**config.mk**
```make
export PLATFORM = sky130hd
export DESIGN_NAME = cpu_ctrl_sequencer
export DESIGN_NICKNAME = d
export VERILOG_FILES = /design/src/rtl/cpu_ctrl_pkg.sv /design/src/rtl/op_decode_rom.sv /design/src/rtl/cpu_ctrl_sequencer.sv
export SDC_FILE = /design/constraint.sdc
export NUM_CORES = 1
export LEC_CHECK = 0
export ABC_AREA = 1
export ABC_CLOCK_PERIOD_IN_PS = 1100
export BUFFER_PORTS_ARGS = -buffer_cell sky130_fd_sc_hd__buf_4
export CORE_UTILIZATION = 42
export DETAILED_ROUTE_END_ITERATION = 7
export GPL_TIMING_DRIVEN = 1
export PLACE_DENSITY = 0.73
export SKIP_LAST_GASP = 1
export SLEW_MARGIN = 10
export SYNTH_ARGS = -nofsm -noshare
export SYNTH_HDL_FRONTEND = slang
export SYNTH_HIERARCHICAL = 1
export SYNTH_SLANG_ARGS = --single-unit
```
**constraint.sdc**
```tcl
create_clock -name clk -period 1.1 [get_ports clk]
set_input_delay 0.11 -clock clk [delete_from_list [all_inputs] [get_ports clk]]
set_output_delay 0.11 -clock clk [all_outputs]
set_load 0.05 [all_outputs]
```
**src/rtl/cpu_ctrl_pkg.sv**
```systemverilog
// Shared opcodes, FSM states and control-word layout for the
// control sequencer and its opcode decode ROM.
package cpu_ctrl_pkg;

  localparam int OP_SET    = 0;
  localparam int OP_COPY   = 1;
  localparam int OP_ADD    = 2;
  localparam int OP_INC    = 3;
  localparam int OP_SUB    = 4;
  localparam int OP_DEC    = 5;
  localparam int OP_AND    = 6;
  localparam int OP_OR     = 7;
  localparam int OP_XOR    = 8;
  localparam int OP_SKIPIF = 9;
  localparam int OP_HALT   = 10;

  localparam int CSEL_W = 3;

  typedef enum logic [1:0] {
    ST_IDLE = 2'd0,
    ST_EXEC = 2'd1,
    ST_SKIP = 2'd2,
    ST_HALT = 2'd3
  } state_t;

  typedef struct packed {
    logic [CSEL_W-1:0] aluSel;
    logic              carryIn;
    logic              bSel;
  } ctrl_t;

  localparam int CTRL_W = $bits(ctrl_t);

  function automatic ctrl_t mkCtrl(
    input logic [CSEL_W-1:0] sel,
    input logic              ci,
    input logic              bs
  );
    ctrl_t c;
    c.aluSel  = sel;
    c.carryIn = ci;
    c.bSel    = bs;
    return c;
  endfunction

endpackage

```
**src/rtl/op_decode_rom.sv**
```systemverilog
// Combinational opcode decode: control word plus class flags.
// Ports: opcode in; ctrlWord, isAlu, isSkip, isHalt, isIllegal out.
module op_decode_rom
  import cpu_ctrl_pkg::*;
#(
  parameter int OP_W = 4
) (
  input  logic [OP_W-1:0]   opcode,
  output logic [CTRL_W-1:0] ctrlWord,
  output logic              isAlu,
  output logic              isSkip,
  output logic              isHalt,
  output logic              isIllegal
);

  ctrl_t c;

  always_comb begin
    c         = '0;
    isAlu     = 1'b0;
    isSkip    = 1'b0;
    isHalt    = 1'b0;
    isIllegal = 1'b0;
    unique case (1'b1)
      (opcode == OP_W'(OP_SET)): begin
        c     = mkCtrl(3'b111, 1'b0, 1'b0);
        isAlu = 1'b1;
      end
      (opcode == OP_W'(OP_COPY)): begin
        c     = mkCtrl(3'b000, 1'b0, 1'b0);
        isAlu = 1'b1;
      end
      (opcode == OP_W'(OP_ADD)): begin
        c     = mkCtrl(3'b001, 1'b0, 1'b1);
        isAlu = 1'b1;
      end
      (opcode == OP_W'(OP_INC)): begin
        c     = mkCtrl(3'b000, 1'b1, 1'b0);
        isAlu = 1'b1;
      end
      (opcode == OP_W'(OP_SUB)): begin
        c     = mkCtrl(3'b010, 1'b1, 1'b1);
        isAlu = 1'b1;
      end
      (opcode == OP_W'(OP_DEC)): begin
        c     = mkCtrl(3'b011, 1'b0, 1'b0);
        isAlu = 1'b1;
      end
      (opcode == OP_W'(OP_AND)): begin
        c     = mkCtrl(3'b100, 1'b0, 1'b1);
        isAlu = 1'b1;
      end
      (opcode == OP_W'(OP_OR)): begin
        c     = mkCtrl(3'b100, 1'b1, 1'b1);
        isAlu = 1'b1;
      end
      (opcode == OP_W'(OP_XOR)): begin
        c     = mkCtrl(3'b101, 1'b0, 1'b1);
        isAlu = 1'b1;
      end
      (opcode == OP_W'(OP_SKIPIF)): begin
        isSkip = 1'b1;
      end
      (opcode == OP_W'(OP_HALT)): begin
        isHalt = 1'b1;
      end
      default: begin
        isIllegal = 1'b1;
      end
    endcase
  end

  assign ctrlWord = c;

endmodule

```
**src/rtl/cpu_ctrl_sequencer.sv**
```systemverilog
// Instruction control sequencer: handshake accept, decode, hold
// the registered control word for EXEC_CYCLES, skip/halt/illegal.
// Ports: clk, reset; instr/instr_valid/instr_ready handshake;
// cond_flag, resume; ALU/regfile controls and status flags out.
module cpu_ctrl_sequencer
  import cpu_ctrl_pkg::*;
#(
  parameter int OP_W        = 4,
  parameter int RA_W        = 2,
  parameter int SEL_W       = 3,
  parameter int EXEC_CYCLES = 1
) (
  input  logic                   clk,
  input  logic                   reset,
  input  logic [OP_W+2*RA_W-1:0] instr,
  input  logic                   instr_valid,
  output logic                   instr_ready,
  input  logic                   cond_flag,
  input  logic                   resume,
  output logic [SEL_W-1:0]       alu_sel,
  output logic                   carry_in,
  output logic                   b_sel,
  output logic [RA_W-1:0]        dst_addr,
  output logic [RA_W-1:0]        src_addr,
  output logic                   ctrl_valid,
  output logic                   reg_we,
  output logic                   halted,
  output logic                   skip_active,
  output logic                   illegal_op
);

  localparam int IW    = OP_W + 2*RA_W;
  localparam int CNT_W = $clog2(EXEC_CYCLES + 1);
  localparam logic [CNT_W-1:0] LAST =
    CNT_W'(EXEC_CYCLES - 1);

  state_t            state;
  state_t            stateNext;
  logic [CNT_W-1:0]  cnt;
  logic              lastCycle;
  logic              accept;
  logic              inIdle;

  logic [OP_W-1:0]   opcode;
  logic [RA_W-1:0]   dstField;
  logic [RA_W-1:0]   srcField;

  ctrl_t             decCtrl;
  logic              isAlu;
  logic              isSkip;
  logic              isHalt;
  logic              isIllegal;

  ctrl_t             ctrlQ;
  logic [RA_W-1:0]   dstQ;
  logic [RA_W-1:0]   srcQ;
  logic              illQ;

  assign opcode   = instr[IW-1 -: OP_W];
  assign dstField = instr[2*RA_W-1 -: RA_W];
  assign srcField = instr[RA_W-1:0];

  op_decode_rom #(
    .OP_W(OP_W)
  ) uRom (
    .opcode   (opcode),
    .ctrlWord (decCtrl),
    .isAlu    (isAlu),
    .isSkip   (isSkip),
    .isHalt   (isHalt),
    .isIllegal(isIllegal)
  );

  // Gated by reset so the handshake stays closed while held in reset.
  assign instr_ready = !reset &&
    (state == ST_IDLE || state == ST_SKIP);

  assign accept    = instr_valid && instr_ready;
  assign inIdle    = (state == ST_IDLE);
  assign lastCycle = (cnt == LAST);

  always_ff @(posedge clk or posedge reset) begin
    if (reset) state <= ST_IDLE;
    else       state <= stateNext;
  end

  always_comb begin
    stateNext = state;
    unique case (state)
      ST_IDLE: begin
        if (accept) begin
          if (isAlu)
            stateNext = ST_EXEC;
          else if (isSkip && cond_flag)
            stateNext = ST_SKIP;
          else if (isHalt)
            stateNext = ST_HALT;
        end
      end
      ST_EXEC: begin
        if (lastCycle) stateNext = ST_IDLE;
      end
      // Whatever is accepted here is dropped, so skips never chain.
      ST_SKIP: begin
        if (accept) stateNext = ST_IDLE;
      end
      ST_HALT: begin
        if (resume) stateNext = ST_IDLE;
      end
      default: stateNext = ST_IDLE;
    endcase
  end

  // Held at zero outside EXEC so every EXEC entry starts from 0.
  always_ff @(posedge clk or posedge reset) begin
    if (reset)
      cnt <= '0;
    else if (state != ST_EXEC)
      cnt <= '0;
    else if (!lastCycle)
      cnt <= cnt + CNT_W'(1);
  end

  // Control word only reloads on an executed ALU op;
  // it keeps its last value otherwise.
  always_ff @(posedge clk or posedge reset) begin
    if (reset) begin
      ctrlQ <= '0;
      dstQ  <= '0;
      srcQ  <= '0;
    end else if (inIdle && accept && isAlu) begin
      ctrlQ <= decCtrl;
      dstQ  <= dstField;
      srcQ  <= srcField;
    end
  end

  always_ff @(posedge clk or posedge reset) begin
    if (reset) illQ <= 1'b0;
    else       illQ <= inIdle && accept && isIllegal;
  end

  assign alu_sel     = SEL_W'(ctrlQ.aluSel);
  assign carry_in    = ctrlQ.carryIn;
  assign b_sel       = ctrlQ.bSel;
  assign dst_addr    = dstQ;
  assign src_addr    = srcQ;
  assign ctrl_valid  = (state == ST_EXEC);
  assign reg_we      = (state == ST_EXEC) && lastCycle;
  assign halted      = (state == ST_HALT);
  assign skip_active = (state == ST_SKIP);
  assign illegal_op  = illQ;

endmodule
```
# After elaboration in Yosys (flattened, before gate mapping)
# Index checks and enable logic that the tools add are counted.
# classes
reduce_logical	14
bitwise_logic	1
n_eq_ne	19
n_mux	15
addsub	1
# op_table
operator	n
$pmux 5 s8	1
$eq 4x3->1 const B	4
$mux 2	7
$eq 4x4->1 const B	3
$reduce_or 11->1	1
$reduce_or 9->1	1
$eq 4x2->1 const B	2
$pmux 2 s4	1
$logic_and 1x1->1	7
$mux 1	6
$ne 2x2->1 const B	3
$reduce_and 5->1	1
$eq 2x2->1 const B	2
$eq 4x1->1 const B	1
$logic_not 4->1	1
$ne 2x1->1 const B	2
$ne 4x1->1 const B	1
$eq 2x1->1 const B	1
$logic_not 2->1	1
$add 1x1->1 const B	1
$logic_not 1->1	1
$logic_or 1x1->1	1
$not 1->1	1
# totals
output_inout_bits	15
in_bits	13
wordCells	58
reg_bits	13

# Longest topological paths before layout
# depth
ltp_word	7
depth_mapped	8
ltp_nobuf	8

# Cells and area by module
# The synthesis kept the hierarchy.
# by_module_without_submodules
mod	instances	seq_area_each_um2	cells_per_inst	area_per_inst_um2
cpu_ctrl_sequencer	1	300.3	67	595.6
op_decode_rom	1	0.0	28	127.6

# Least setup slack after synthesis
# No wires, ideal clock.
# synth_path
path_kind	reg2out
start	register state[0]
end	output reg_we
n_path_buf	1
t_required_ns	0.990
arrival_ns	1.471
slack_ns	-0.481
path_stages_with_launch	4
path_cell_list	dfrtp_1 -> inv_1 -> nor2_1 -> buf_4
# synth_between
elab_chain_cells	2
# synth_lines
element	line	source
start, declared	cpu_ctrl_sequencer.sv:37	state_t state;
start signal, assigned	cpu_ctrl_sequencer.sv:84	else state <= stateNext;
$eq 2x1->1	n/a	
via ctrl_valid	cpu_ctrl_sequencer.sv:25	output logic ctrl_valid,
$logic_and 1x1->1	cpu_ctrl_sequencer.sv:149	assign reg_we = (state == ST_EXEC) && lastCycle;
end, declared	cpu_ctrl_sequencer.sv:26	output logic reg_we,
# The timed path passes the listed nets, and every way through them passes these cells.

# Worst setup path after layout
# layout_path
start	register state[0]
end	register srcQ[1], in the netlist src_addr[1]
# layout_between
elab_chain_cells	6
word_cells_on_any_way	7
cone_classes	eq/ne: 1; reduce/logical: 6
# layout_lines
element	line	source
$eq 2x2->1 or $logic_not 2->1 (tied branches)	cpu_ctrl_sequencer.sv:76, cpu_ctrl_sequencer.sv:79	
$logic_or 1x1->1	cpu_ctrl_sequencer.sv:76	(state == ST_IDLE || state == ST_SKIP);
$logic_and 1x1->1	cpu_ctrl_sequencer.sv:75	assign instr_ready = !reset &&
$logic_and 1x1->1	cpu_ctrl_sequencer.sv:78	assign accept = instr_valid && instr_ready;
$logic_and 1x1->1 (*) (2 in a row)	cpu_ctrl_sequencer.sv:131	end else if (inIdle && accept && isAlu) begin
end signal, assigned	cpu_ctrl_sequencer.sv:134	srcQ <= srcField;
end, declared	cpu_ctrl_sequencer.sv:56	logic [RA_W-1:0] srcQ;
# Mark *: on every way between the ends. The rest lies on a longest branch, timed or not.
# A chain may end at the register's enable or synchronous reset.

==> impl_metrics.env <==
export IMPL_synth_cell_types=23
export IMPL_die_w_um=43.50
export IMPL_p_leak_uw=0.0006502
export IMPL_vdd_ir_drop_worst_uv=1366
export IMPL_fin_area_um2=1241
export IMPL_setup_violations=16
export IMPL_final_layout_size_suffix_gt1_share_pct=59.42
export IMPL_startpoint_type="flop"
export IMPL_grt_pass1_wl_um=3070
export IMPL_viasPerCell=5.123
export IMPL_relSlewSlack_pct=69.65
export IMPL_ys_ff_latch=12
export IMPL_hold_viol=0
export IMPL_ys_top_cells_by_area="dfrtp_1 42%, nand2_1 11%, o21ai_2 11%"
export IMPL_post_drt_wl_per_cell_um=13.50
export IMPL_nFillCells=105
export IMPL_required_ns=1.25
export IMPL_clock_root_buffer="clkbuf_4"
export IMPL_synth_edf_count=0
export IMPL_fmax_ghz=0.7510
export IMPL_placed_area_um2=1002
export IMPL_clock_latency_ns=0.27
export IMPL_cts_tree="built"
export IMPL_cp_end_kind="flop"
export IMPL_synth_top_cells_by_count="22 x nand2_1, 15 x inv_1, 12 x dfrtp_1"
export IMPL_gr_total_overflow=0
export IMPL_wl_um=2079
export IMPL_rsz0062_at_grt="true"
export IMPL_vias=789
export IMPL_failed_checks="DRC, setup timing"
export IMPL_p_switching_uw=1706
export IMPL_path_max_fanout=8
export IMPL_worstHoldStart="instr[3]"
export IMPL_cts_buffer_depth=2
export IMPL_min_period_over_period_pct=121.0
export IMPL_yosys_cell_count_top_type="nand2_1"
export IMPL_grtUsageMet1_pct=29.79
export IMPL_cts_made_buffers=3
export IMPL_mappedNetlistArea_um2=723.2
export IMPL_nets=152
export IMPL_drc=2
export IMPL_crit_type="reg -> reg"
export IMPL_synthCells=95
export IMPL_pin_count=28
export IMPL_met2_usage_pct=35.76
export IMPL_grt_usage_pct=22.35
export IMPL_fin_worst_skew_ns=0.009542
export IMPL_row_count=14
export IMPL_gp_congestion=0.7500
export IMPL_grt_pass1_vias=720
export IMPL_core_um2=1559
export IMPL_hold_path_class="in -> reg"
export IMPL_r2r_end="src_addr[1]"
export IMPL_port_buffer_count=27
export IMPL_grt_max_degree=17
export IMPL_setup_tns_ns=-3.005
export IMPL_pwr_share_seq_pct=22.5
export IMPL_status="complete, but fails checks"
export IMPL_h_tree_depth=1
export IMPL_grtUsageMet3_pct=4.167
export IMPL_initial_core_util_pct=46.39
export IMPL_powerDensity_nw_per_um2=2752
export IMPL_grt_busiest_layer="met2"
export IMPL_syn_num_nets=108
export IMPL_cts_sinks=12
export IMPL_intPower_uw=1709
export IMPL_p_sw_share_pct=49.96
export IMPL_hold_depth=3
export IMPL_drt_initial_drc_count=18
export IMPL_yosys_warnings=6
export IMPL_antenna_found_initial=0
export IMPL_fin_util_pct=79.61
export IMPL_path_clk_slew_ns=0.08
export IMPL_min_to="dst_addr[1]"
export IMPL_min_period_ns=1.332
export IMPL_die_y_um=43.50
export IMPL_rrSetupSlack_ns=-0.23
export IMPL_hpwl_um=1194
export IMPL_critPathLaunch="state[0]"
export IMPL_ys_flop_type="dfrtp_1"
export IMPL_clkPwrFrac_pct=10.3
export IMPL_yosysTopAreaCell="dfrtp_1"
export IMPL_antenna_cells=0
export IMPL_postRouteAntennaNets=0
export IMPL_first_pass_iters=6
export IMPL_maxCapViolations=0
export IMPL_synthArstFlopShare_pct=100.0
export IMPL_synth_top_area_share_pct=41.52
export IMPL_power_frac_comb_pct=67.2
export IMPL_worst_slack_ns=-0.2315
export IMPL_syn_area_per_cell_um2=7.613
export IMPL_area_growth_pct=71.63
export IMPL_crit_arrival_ns=1.49
export IMPL_worstMarginPinSlew_ns=0.4548
export IMPL_die_area_um2=1892
export IMPL_finalMaxSlewViolations=0
export IMPL_yosysSeqAreaShare_pct=41.52
export IMPL_reg2reg_depth=6
export IMPL_rr_startpoint="state[0]"
-- cells by family after synthesis --
group,share of synthesized area [%]
simple gates,28.55
compound gates,17.99
buf+inv,11.94
flops,41.52
-- critical path, stage by stage, from the launching register on --
cell,delay [ns]
dfrtp_1,0.41
buf_4,0.15
nor3_4,0.22
nand3_4,0.13
buf_12,0.17
nand2_2,0.07
o21ai_2,0.06
-- state kept, by name, indices dropped and copies added, names as in the netlist --
name and cells:
illegal_op 1, src_addr 2, state 2, b_sel 1, alu_sel 3, carry_in 1
dst_addr 2
-- placed cells by master (no fill, tap or decap), drive strengths merged, types with 2 or more instances in the layout --
master and instances:
nand2 23, o21ai 12, and3 2, a21oi 5, nor3 2, dfrtp 12, buf 39, nor2 11
inv 18, nand3 5, clkbuf 5
-- power groups by stage --
stage / sequential (uW) / combinational [uW] / clock (uW)
2_1_floorplan: 1280 / 686 / 0
3_3_place_gp: 731 / 1760 / 0
3_5_place_dp: 734 / 1780 / 0
4_1_cts: 736 / 2160 / 353
5_1_grt: 792 / 2400 / 376
6_report: 769 / 2300 / 351
-- worst max-delay path by stage --
stage,to,slack [ns],cells past startpoint
final,src_addr[1],-0.23,6
after global routing,src_addr[1],-0.28,6
after CTS,ctrl_valid,-0.18,5
after detailed placement,state[1],-0.04,7
after global placement,state[1],-0.03,7
after floorplan,instr_ready,-0.09,1
-- per-stage QoR --
step / cells / worst slack, ns / hold WS (ns) / power, uW
floorplan: 95 / -0.09468 / -0.02530 / 1969
global placement: 143 / -0.03048 / 0.1721 / 2491
detailed placement: 143 / -0.03765 / 0.1736 / 2518
CTS: 153 / -0.1847 / 0.08711 / 3246
global route: 154 / -0.2794 / 0.08782 / 3571
finish: 154 / -0.2315 / 0.08254 / 3416
-- final cells by class --
cell class	count	area [um^2]	area share, %
Clock buffer	4	36.28	2.923
Inverter	18	70.07	5.645
Multi-Input combinational cell	63	425.4	34.27
Sequential cell	12	300.3	24.19
Tap cell	16	20.02	1.613
Timing Repair Buffer	41	389.1	31.35
-- layer usage --
layer	share of wire, %	wire [um]
met2	51	1062
met5	0	0
met3	4.7	98
met4	1.1	22
met1	43	896
-- repair_timing --
| item | CTS | global route |
|---|---|---|
| endpoints found under the setup margin | 16 | 16 |
| buffers inserted | 5 | 0 |
| resized for setup | 29 | 10 |
| hold buffers | 1 | 0 |
| pin swaps | 9 | 2 |
| endpoints found under the hold margin | 12 | 0 |
| gates cloned | 0 | 1 |
(Power assumes the default switching activity.)
